--- src/rtl/huffman_pkg.sv ---
// Shared widths and the codeword layout for the Huffman LUT encoder.
package huffman_pkg;

   localparam int unsigned ADDR_W  = 6;
   localparam int unsigned CODE_W  = 8;
   localparam int unsigned LEN_W   = 4;
   localparam int unsigned OUT_W   = 32;
   localparam int unsigned MAX_LEN = 8;
   localparam int unsigned ENTRY_W = LEN_W + CODE_W;
   localparam int unsigned DEPTH   = 1 << ADDR_W;
   localparam int unsigned CNT_W   = $clog2(OUT_W);
   localparam int unsigned SUM_W   = CNT_W + 1;
   localparam int unsigned WIN_W   = OUT_W + CODE_W;

   typedef struct packed {
      logic [LEN_W-1:0]  len;
      logic [CODE_W-1:0] code;
   } codeword_t;

endpackage

--- src/rtl/huffman_lut_ram.sv ---
// 64x12 single-port codeword RAM; write when we=1, registered read otherwise.
module huffman_lut_ram
   import huffman_pkg::*;
(
   input  logic               clock,
   input  logic               resetn,
   input  logic               we,
   input  logic [ADDR_W-1:0]  addr,
   input  logic [ENTRY_W-1:0] wdata,
   output logic [ENTRY_W-1:0] rdata
);

   logic [ENTRY_W-1:0] mem [DEPTH];

   // Storage array carries no reset so it maps onto a RAM macro.
   always_ff @(posedge clock) begin
      if (we) begin
         mem[addr] <= wdata;
      end
   end

   always_ff @(posedge clock or negedge resetn) begin
      if (!resetn) begin
         rdata <= '0;
      end else if (!we) begin
         rdata <= mem[addr];
      end
   end

endmodule

--- src/rtl/huffman_lut_encoder.sv ---
// Huffman encoder: codeword LUT followed by an MSB-first 32-bit bit packer.
module huffman_lut_encoder
   import huffman_pkg::*;
(
   input  logic               clock,
   input  logic               resetn,
   input  logic               modeselect,
   input  logic [ADDR_W-1:0]  addr,
   input  logic [ENTRY_W-1:0] data,
   input  logic               sym_valid,
   input  logic               flush,
   output logic [ENTRY_W-1:0] codeword_out,
   output logic [OUT_W-1:0]   encoded_out,
   output logic               enable_out
);

   logic             s1_valid;
   logic             flush_pending, flush_pending_n;
   logic [OUT_W-1:0] buffer, buffer_n;
   logic [CNT_W-1:0] count, count_n;
   logic [OUT_W-1:0] encoded_n;
   logic             enable_n;

   codeword_t        cw;
   logic             sym_ok;
   logic [CODE_W-1:0] code_aligned;
   logic [WIN_W-1:0] window;
   logic [SUM_W-1:0] sum;

   huffman_lut_ram u_ram (
      .clock  (clock),
      .resetn (resetn),
      .we     (modeselect),
      .addr   (addr),
      .wdata  (data),
      .rdata  (codeword_out)
   );

   always_ff @(posedge clock or negedge resetn) begin
      if (!resetn) begin
         s1_valid <= 1'b0;
      end else begin
         s1_valid <= sym_valid & ~modeselect;
      end
   end

   // Code bits left-aligned in an 8-bit field, then placed just below the buffered bits.
   assign cw           = codeword_t'(codeword_out);
   assign sym_ok       = s1_valid && (cw.len != '0) && (cw.len <= LEN_W'(MAX_LEN));
   assign code_aligned = cw.code << (LEN_W'(MAX_LEN) - cw.len);
   assign window       = {buffer, {CODE_W{1'b0}}} | ({code_aligned, {OUT_W{1'b0}}} >> count);
   assign sum          = SUM_W'(count) + SUM_W'(cw.len);

   always_comb begin
      buffer_n        = buffer;
      count_n         = count;
      encoded_n       = encoded_out;
      enable_n        = 1'b0;
      flush_pending_n = 1'b0;

      if (flush_pending) begin
         // Deferred flush; any symbol landing now starts the next word.
         if (count != '0) begin
            encoded_n = buffer;
            enable_n  = 1'b1;
         end
         buffer_n = '0;
         count_n  = '0;
         if (sym_ok) begin
            buffer_n = {code_aligned, {(OUT_W-CODE_W){1'b0}}};
            count_n  = CNT_W'(cw.len);
         end
         flush_pending_n = flush & s1_valid;
      end else if (s1_valid) begin
         if (sym_ok) begin
            if (sum >= SUM_W'(OUT_W)) begin
               encoded_n = window[WIN_W-1 -: OUT_W];
               enable_n  = 1'b1;
               buffer_n  = {window[CODE_W-1:0], {(OUT_W-CODE_W){1'b0}}};
               count_n   = CNT_W'(sum - SUM_W'(OUT_W));
            end else begin
               buffer_n = window[WIN_W-1 -: OUT_W];
               count_n  = CNT_W'(sum);
            end
         end
         flush_pending_n = flush;
      end else if (flush && (count != '0)) begin
         encoded_n = buffer;
         enable_n  = 1'b1;
         buffer_n  = '0;
         count_n   = '0;
      end
   end

   always_ff @(posedge clock or negedge resetn) begin
      if (!resetn) begin
         buffer        <= '0;
         count         <= '0;
         encoded_out   <= '0;
         enable_out    <= 1'b0;
         flush_pending <= 1'b0;
      end else begin
         buffer        <= buffer_n;
         count         <= count_n;
         encoded_out   <= encoded_n;
         enable_out    <= enable_n;
         flush_pending <= flush_pending_n;
      end
   end

endmodule

--- config.mk ---
export PLATFORM = sky130hd
export DESIGN_NAME = huffman_lut_encoder
export DESIGN_NICKNAME = d
export VERILOG_FILES = /design/src/rtl/huffman_pkg.sv /design/src/rtl/huffman_lut_ram.sv /design/src/rtl/huffman_lut_encoder.sv
export SDC_FILE = /design/constraint.sdc
export NUM_CORES = 1
export LEC_CHECK = 0
export ABC_AREA = 1
export CAP_MARGIN = 20
export CORE_UTILIZATION = 50
export DETAILED_ROUTE_END_ITERATION = 10
export GPL_TIMING_DRIVEN = 0
export PLACE_DENSITY = 0.74
export SYNTH_ARGS = -nofsm -noshare
export SYNTH_HDL_FRONTEND = slang
export SYNTH_HIERARCHICAL = 1
export SYNTH_SLANG_ARGS = --single-unit
--- constraint.sdc ---
create_clock -name clock -period 2.95 [get_ports clock]
set_clock_uncertainty 0.1 [all_clocks]
set_input_delay 0.59 -clock clock [delete_from_list [all_inputs] [get_ports clock]]
set_output_delay 0.59 -clock clock [all_outputs]
set_load 0.03 [all_outputs]
==> out/results.tsv <==
stage	metric	value	unit
layout	share of post-route cells with drive strength above 1	0.100	
worst_setup_path	worst flop-to-flop path endpoint	buffer[27]$_DFFE_PN0P_	
placement	number of I/O port buffers	64	
timing	slew at the pin closest to its max-slew limit	0.845	ns
yosys	Synth Register Bits	852	
worst_setup_path	startpoint types	primary input	
worst_setup_path	launching point of the worst reg2reg path	u_ram/rdata[8]$_DFFE_PN0N_	
clocking	clock tree from TritonCTS	yes	
layout	area occupied by registers	0.0252	mm^2
worst_setup_path	sequence of cells on the critical path	clkdlybuf4s50_1 -> clkbuf_2 -> nand3_1 -> nor2_1 -> buf_4	
grt	overall fraction of global-route tracks in use	0.276	
outcome	violated checks	negative setup slack	
yosys	post-synthesis net count	3885	
worst_setup_path	largest fanout on the critical path	10	
floorplanning	number of top-level pins	68	
grt	largest net degree at the start of global routing	68	
clocking	maximum count of clock buffers along a single path	3	
yosys	Post-Synthesis Cells	3856	
yosys	Post-synth ARST share	0.0986	
route	residual DRC count	0	
power_and_ir_drop	Pleak	18.3	nW
clocking	clock sink count	852	
timing	minimum period implied by the final worst setup slack	2.97	ns
yosys	Cell Area, Synth	0.0374	mm^2
power_and_ir_drop	P_sw	0.00813	W
timing	upper clock frequency limit	337	MHz
clocking	number of H-tree levels	3	
yosys	proportion of synthesized chip area in sequential cells	0.674	
layout	FILL cells	5930	
route	wire length per cell	20.3	um
clocking	number of buffers added by the clock tree synthesis step	87	
worst_setup_path	required time at the endpoint of the critical path	3.18	ns
timing	RSZ-0062 raised after global routing	no	
clocking	root buf cell	sky130_fd_sc_hd__clkbuf_16	
worst_setup_path	cells on worst reg2reg path	19	
power_and_ir_drop	clock share of power	0.374	
worst_setup_path	Largest stage delay, worst path	0.66	ns
power_and_ir_drop	internal power consumption	0.0217	W
timing	final cycle utilization of the critical path	1.01	
route	final WL	104000	um
placement	DP Worst Slack	-1.09	ns
power_and_ir_drop	Max IR drop VDD	0.520	mV
power_and_ir_drop	sequential cell fraction of total power	0.468	
route	length of the first detailed-routing pass in iterations	7	
timing	number of setup violations in the final report	9	
clocking	Clock transition at path regs	0.06	ns
yosys	cell type contributing the most total cell area after synthesis	sky130_fd_sc_hd__edfxtp_1	
placement	cell count after placement	4925	
outcome	status	finished, violations left	
worst_setup_path	Setup CP Type	in2reg	
worst_setup_path	endpoint kind of the worst setup timing path	register	
floorplanning	overall die width	275	um
route	initial drt markers	3396	
worst_setup_path	master of the slowest instance on the critical path	sky130_fd_sc_hd__clkdlybuf4s50_1	
yosys	share of Yosys cell area claimed by the top area cell type	0.617	
grt	initial antenna violation count	3	
route	post-route ant nets	0	
yosys	Most used DFF post-synth	sky130_fd_sc_hd__edfxtp_1	
yosys	number of warnings reported in the yosys synthesis log	6	
route	Via Count	27750	
placement	Detail Placement HPWL	70700	um
floorplanning	Placeable Area	0.0735	mm^2
power_and_ir_drop	power density over the cells	692	mW/mm^2
layout	fin util	0.586	
timing	setup slack of the critical path after layout	-0.0159	ns
grt	number of global-route vias before repair	26061	
worst_setup_path	data arrival time at the worst-slack endpoint	3.20	ns
placement	last weighted congestion value of the routability-driven placer	1.01	
yosys	mean area per synthesized cell	9.69	um^2
power_and_ir_drop	Tot Pwr	0.0298	W
grt	global-route wire length before repair	155000	um
flow_run	number of max-capacitance violations reported	0	
floorplanning	die area	0.0758	mm^2
timing	max-slew violation count	0	
layout	number of nets at the end of the flow	4098	
power_and_ir_drop	part of the power in combinational logic	0.158	
timing	worst-case headroom to the max-slew limit	0.435	
layout	total area of multi-input combinational cells	0.0110	mm^2
floorplanning	Site Rows	99	
yosys	cell types occupying the most area after synthesis	sky130_fd_sc_hd__edfxtp_1 62%, sky130_fd_sc_hd__nand2_1 22%, sky130_fd_sc_hd__dfrtp_1 5.6%, sky130_fd_sc_hd__nor2_1 1.6%, sky130_fd_sc_hd__nand3_1 1.5%	
timing	final number of hold-violating endpoints	0	
floorplanning	initial core utilization	0.509	
min_path	path category of the worst min-delay check	in2async	
worst_setup_path	register-to-register path setup slack	0.20	ns
power_and_ir_drop	Sw Share	0.273	
timing	Hold Worst Slack	0.258	ns
floorplanning	vertical die dimension	275	um
yosys	Unique masters post-synth	42	
grt	remaining global-route overflow	0	
route	via density per instance	5.44	
clocking	worst-skew pair later-pin latency	0.66	ns
layout	Syn-to-layout area delta	15.2	%
layout	final cell count without fillers	5099	
yosys	number of enable-type register cells in the synthesized netlist	768	
## area by class of cell
class | instances | share of cell area
Clock buffer | 110 | 0.0540
Clock inverter | 49 | 0.0130
Buffer | 191 | 0.0229
Timing Repair Buffer | 124 | 0.0301
Sequential cell | 852 | 0.585
Inverter | 132 | 0.0117
Tap cell | 959 | 0.0279
Multi-Input combinational cell | 2681 | 0.256
Antenna cell | 1 | 0.0000581
## stage by stage
stage / TNS [ns] / instance area [um^2]
floorplan: 0 / 37400
global placement: -1448.78 / 39200
detailed placement: -578.23 / 39700
CTS: -42.77 / 42700
global route: 0 / 43000
finish: -0.0393 / 43000
## power by group through the flow
stage | combinational, W | clock [W] | sequential, W
final | 0.00472 | 0.0111 | 0.0139
after global routing | 0.00516 | 0.0117 | 0.0140
after CTS | 0.00463 | 0.0113 | 0.0139
after detailed placement | 0.00460 | 0 | 0.0142
after global placement | 0.00450 | 0 | 0.0142
after floorplan | 0.00236 | 0 | 0.0146
## critical path: cells and delay by family
kind	cells	cell delay, ns
simple gates	2	1.23
buf+inv	3	1.36
## registers in the layout (all words and copies together), names as in the netlist
register and cells:
buffer 32, flush_pending 1, count 5, encoded_out 32, u_ram/mem 768, s1_valid 1, u_ram/rdata 12, enable_out 1
## synth_stat cells (2+ instances only)
| library cell | instances |
|---|---|
| sky130_fd_sc_hd__a21oi_1 | 56 |
| sky130_fd_sc_hd__a21oi_2 | 2 |
| sky130_fd_sc_hd__a22oi_1 | 4 |
| sky130_fd_sc_hd__a31oi_1 | 6 |
| sky130_fd_sc_hd__buf_1 | 21 |
| sky130_fd_sc_hd__buf_2 | 84 |
| sky130_fd_sc_hd__buf_4 | 23 |
| sky130_fd_sc_hd__buf_6 | 9 |
| sky130_fd_sc_hd__clkbuf_1 | 52 |
| sky130_fd_sc_hd__clkbuf_2 | 2 |
| sky130_fd_sc_hd__clkinv_1 | 3 |
| sky130_fd_sc_hd__dfrtp_1 | 84 |
| sky130_fd_sc_hd__edfxtp_1 | 768 |
| sky130_fd_sc_hd__ha_1 | 5 |
| sky130_fd_sc_hd__inv_1 | 122 |
| sky130_fd_sc_hd__inv_2 | 6 |
| sky130_fd_sc_hd__mux2i_1 | 4 |
| sky130_fd_sc_hd__nand2_1 | 2224 |
| sky130_fd_sc_hd__nand2_2 | 2 |
| sky130_fd_sc_hd__nand2_4 | 2 |
| sky130_fd_sc_hd__nand3_1 | 111 |
| sky130_fd_sc_hd__nand3_2 | 3 |
| sky130_fd_sc_hd__nand4_1 | 29 |
| sky130_fd_sc_hd__nor2_1 | 156 |
| sky130_fd_sc_hd__nor2_2 | 7 |
| sky130_fd_sc_hd__nor3_1 | 7 |
| sky130_fd_sc_hd__o211ai_1 | 4 |
| sky130_fd_sc_hd__o21ai_0 | 20 |
| sky130_fd_sc_hd__o21ai_1 | 11 |
| sky130_fd_sc_hd__o21ai_2 | 5 |
| sky130_fd_sc_hd__or2_2 | 13 |
## how the worst max path moves through the flow
stage,from,endpoint,cells past startpoint
floorplan,u_ram/rdata[8]$_DFFE_PN0N_,encoded_out[10]$_DFFE_PN0P_,17
global placement,resetn,encoded_out[10]$_DFFE_PN0P_,1
detailed placement,addr[4],u_ram/mem[21][5]$_DFFE_PP_,6
CTS,modeselect,u_ram/mem[1][0]$_DFFE_PP_,4
global route,u_ram/rdata[8]$_DFFE_PN0N_,buffer[1]$_DFFE_PN0P_,17
finish,modeselect,u_ram/mem[17][2]$_DFFE_PP_,5
## cell families after synthesis
logic type	synth area share
flip-flops	0.674
buffers and inverters	0.0395
multiplexers	0.00107
AND/OR/NAND/NOR	0.267
AO/OA/AOI/OAI	0.0169
adder cells (fa/ha/maj)	0.00221
## layout by cell type (no fill, tap or decap), types with 3 or more instances in the layout
master / netlist / layout
sky130_fd_sc_hd__a21oi_2: 2 / 3
sky130_fd_sc_hd__clkbuf_16: 0 / 88
sky130_fd_sc_hd__bufinv_16: 0 / 11
sky130_fd_sc_hd__mux2i_1: 4 / 4
sky130_fd_sc_hd__a21oi_1: 56 / 55
sky130_fd_sc_hd__nand3_1: 111 / 103
sky130_fd_sc_hd__inv_2: 6 / 6
sky130_fd_sc_hd__nand3_2: 3 / 11
sky130_fd_sc_hd__nor2_2: 7 / 15
sky130_fd_sc_hd__nand4_1: 29 / 29
sky130_fd_sc_hd__a31oi_1: 6 / 6
sky130_fd_sc_hd__nor3_2: 0 / 4
sky130_fd_sc_hd__clkdlybuf4s50_1: 0 / 51
sky130_fd_sc_hd__o21ai_2: 5 / 5
sky130_fd_sc_hd__nand2_2: 2 / 3
sky130_fd_sc_hd__nor2_1: 156 / 121
sky130_fd_sc_hd__clkinv_2: 0 / 10
sky130_fd_sc_hd__nor2_4: 1 / 28
sky130_fd_sc_hd__nor3_1: 7 / 3
sky130_fd_sc_hd__edfxtp_1: 768 / 768
sky130_fd_sc_hd__clkinv_8: 0 / 3
sky130_fd_sc_hd__clkbuf_8: 0 / 5
sky130_fd_sc_hd__nand2_1: 2224 / 2223
sky130_fd_sc_hd__clkbuf_2: 2 / 7
sky130_fd_sc_hd__a22oi_1: 4 / 4
sky130_fd_sc_hd__o211ai_1: 4 / 4
sky130_fd_sc_hd__o21ai_1: 11 / 10
sky130_fd_sc_hd__clkinv_1: 3 / 23
sky130_fd_sc_hd__buf_1: 21 / 21
sky130_fd_sc_hd__inv_1: 122 / 121
sky130_fd_sc_hd__clkbuf_1: 52 / 65
sky130_fd_sc_hd__or2_2: 13 / 13
sky130_fd_sc_hd__buf_12: 0 / 14
sky130_fd_sc_hd__o21ai_0: 20 / 20
sky130_fd_sc_hd__buf_4: 23 / 56
sky130_fd_sc_hd__buf_6: 9 / 18
sky130_fd_sc_hd__ha_1: 5 / 5
sky130_fd_sc_hd__buf_2: 84 / 95
sky130_fd_sc_hd__dfrtp_1: 84 / 83
## layer usage
| layer | GRT usage | routed length (um) |
|---|---|---|
| met5 | 0 | 116 |
| met4 | 0.103 | 3720 |
| met3 | 0.0517 | 10200 |
| met2 | 0.446 | 48900 |
| met1 | 0.372 | 40700 |
## what timing repair did
item                                   in CTS  in global routing
pin swaps                                   0                  3
setup endpoints to repair                 454                621
endpoints found under the hold margin      17                  0
gates cloned                                0                  0
resized for setup                          40                 51
hold buffers                                1                  0
buffers inserted                            0                  8
Note: power is estimated with default switching activity, not from simulation.
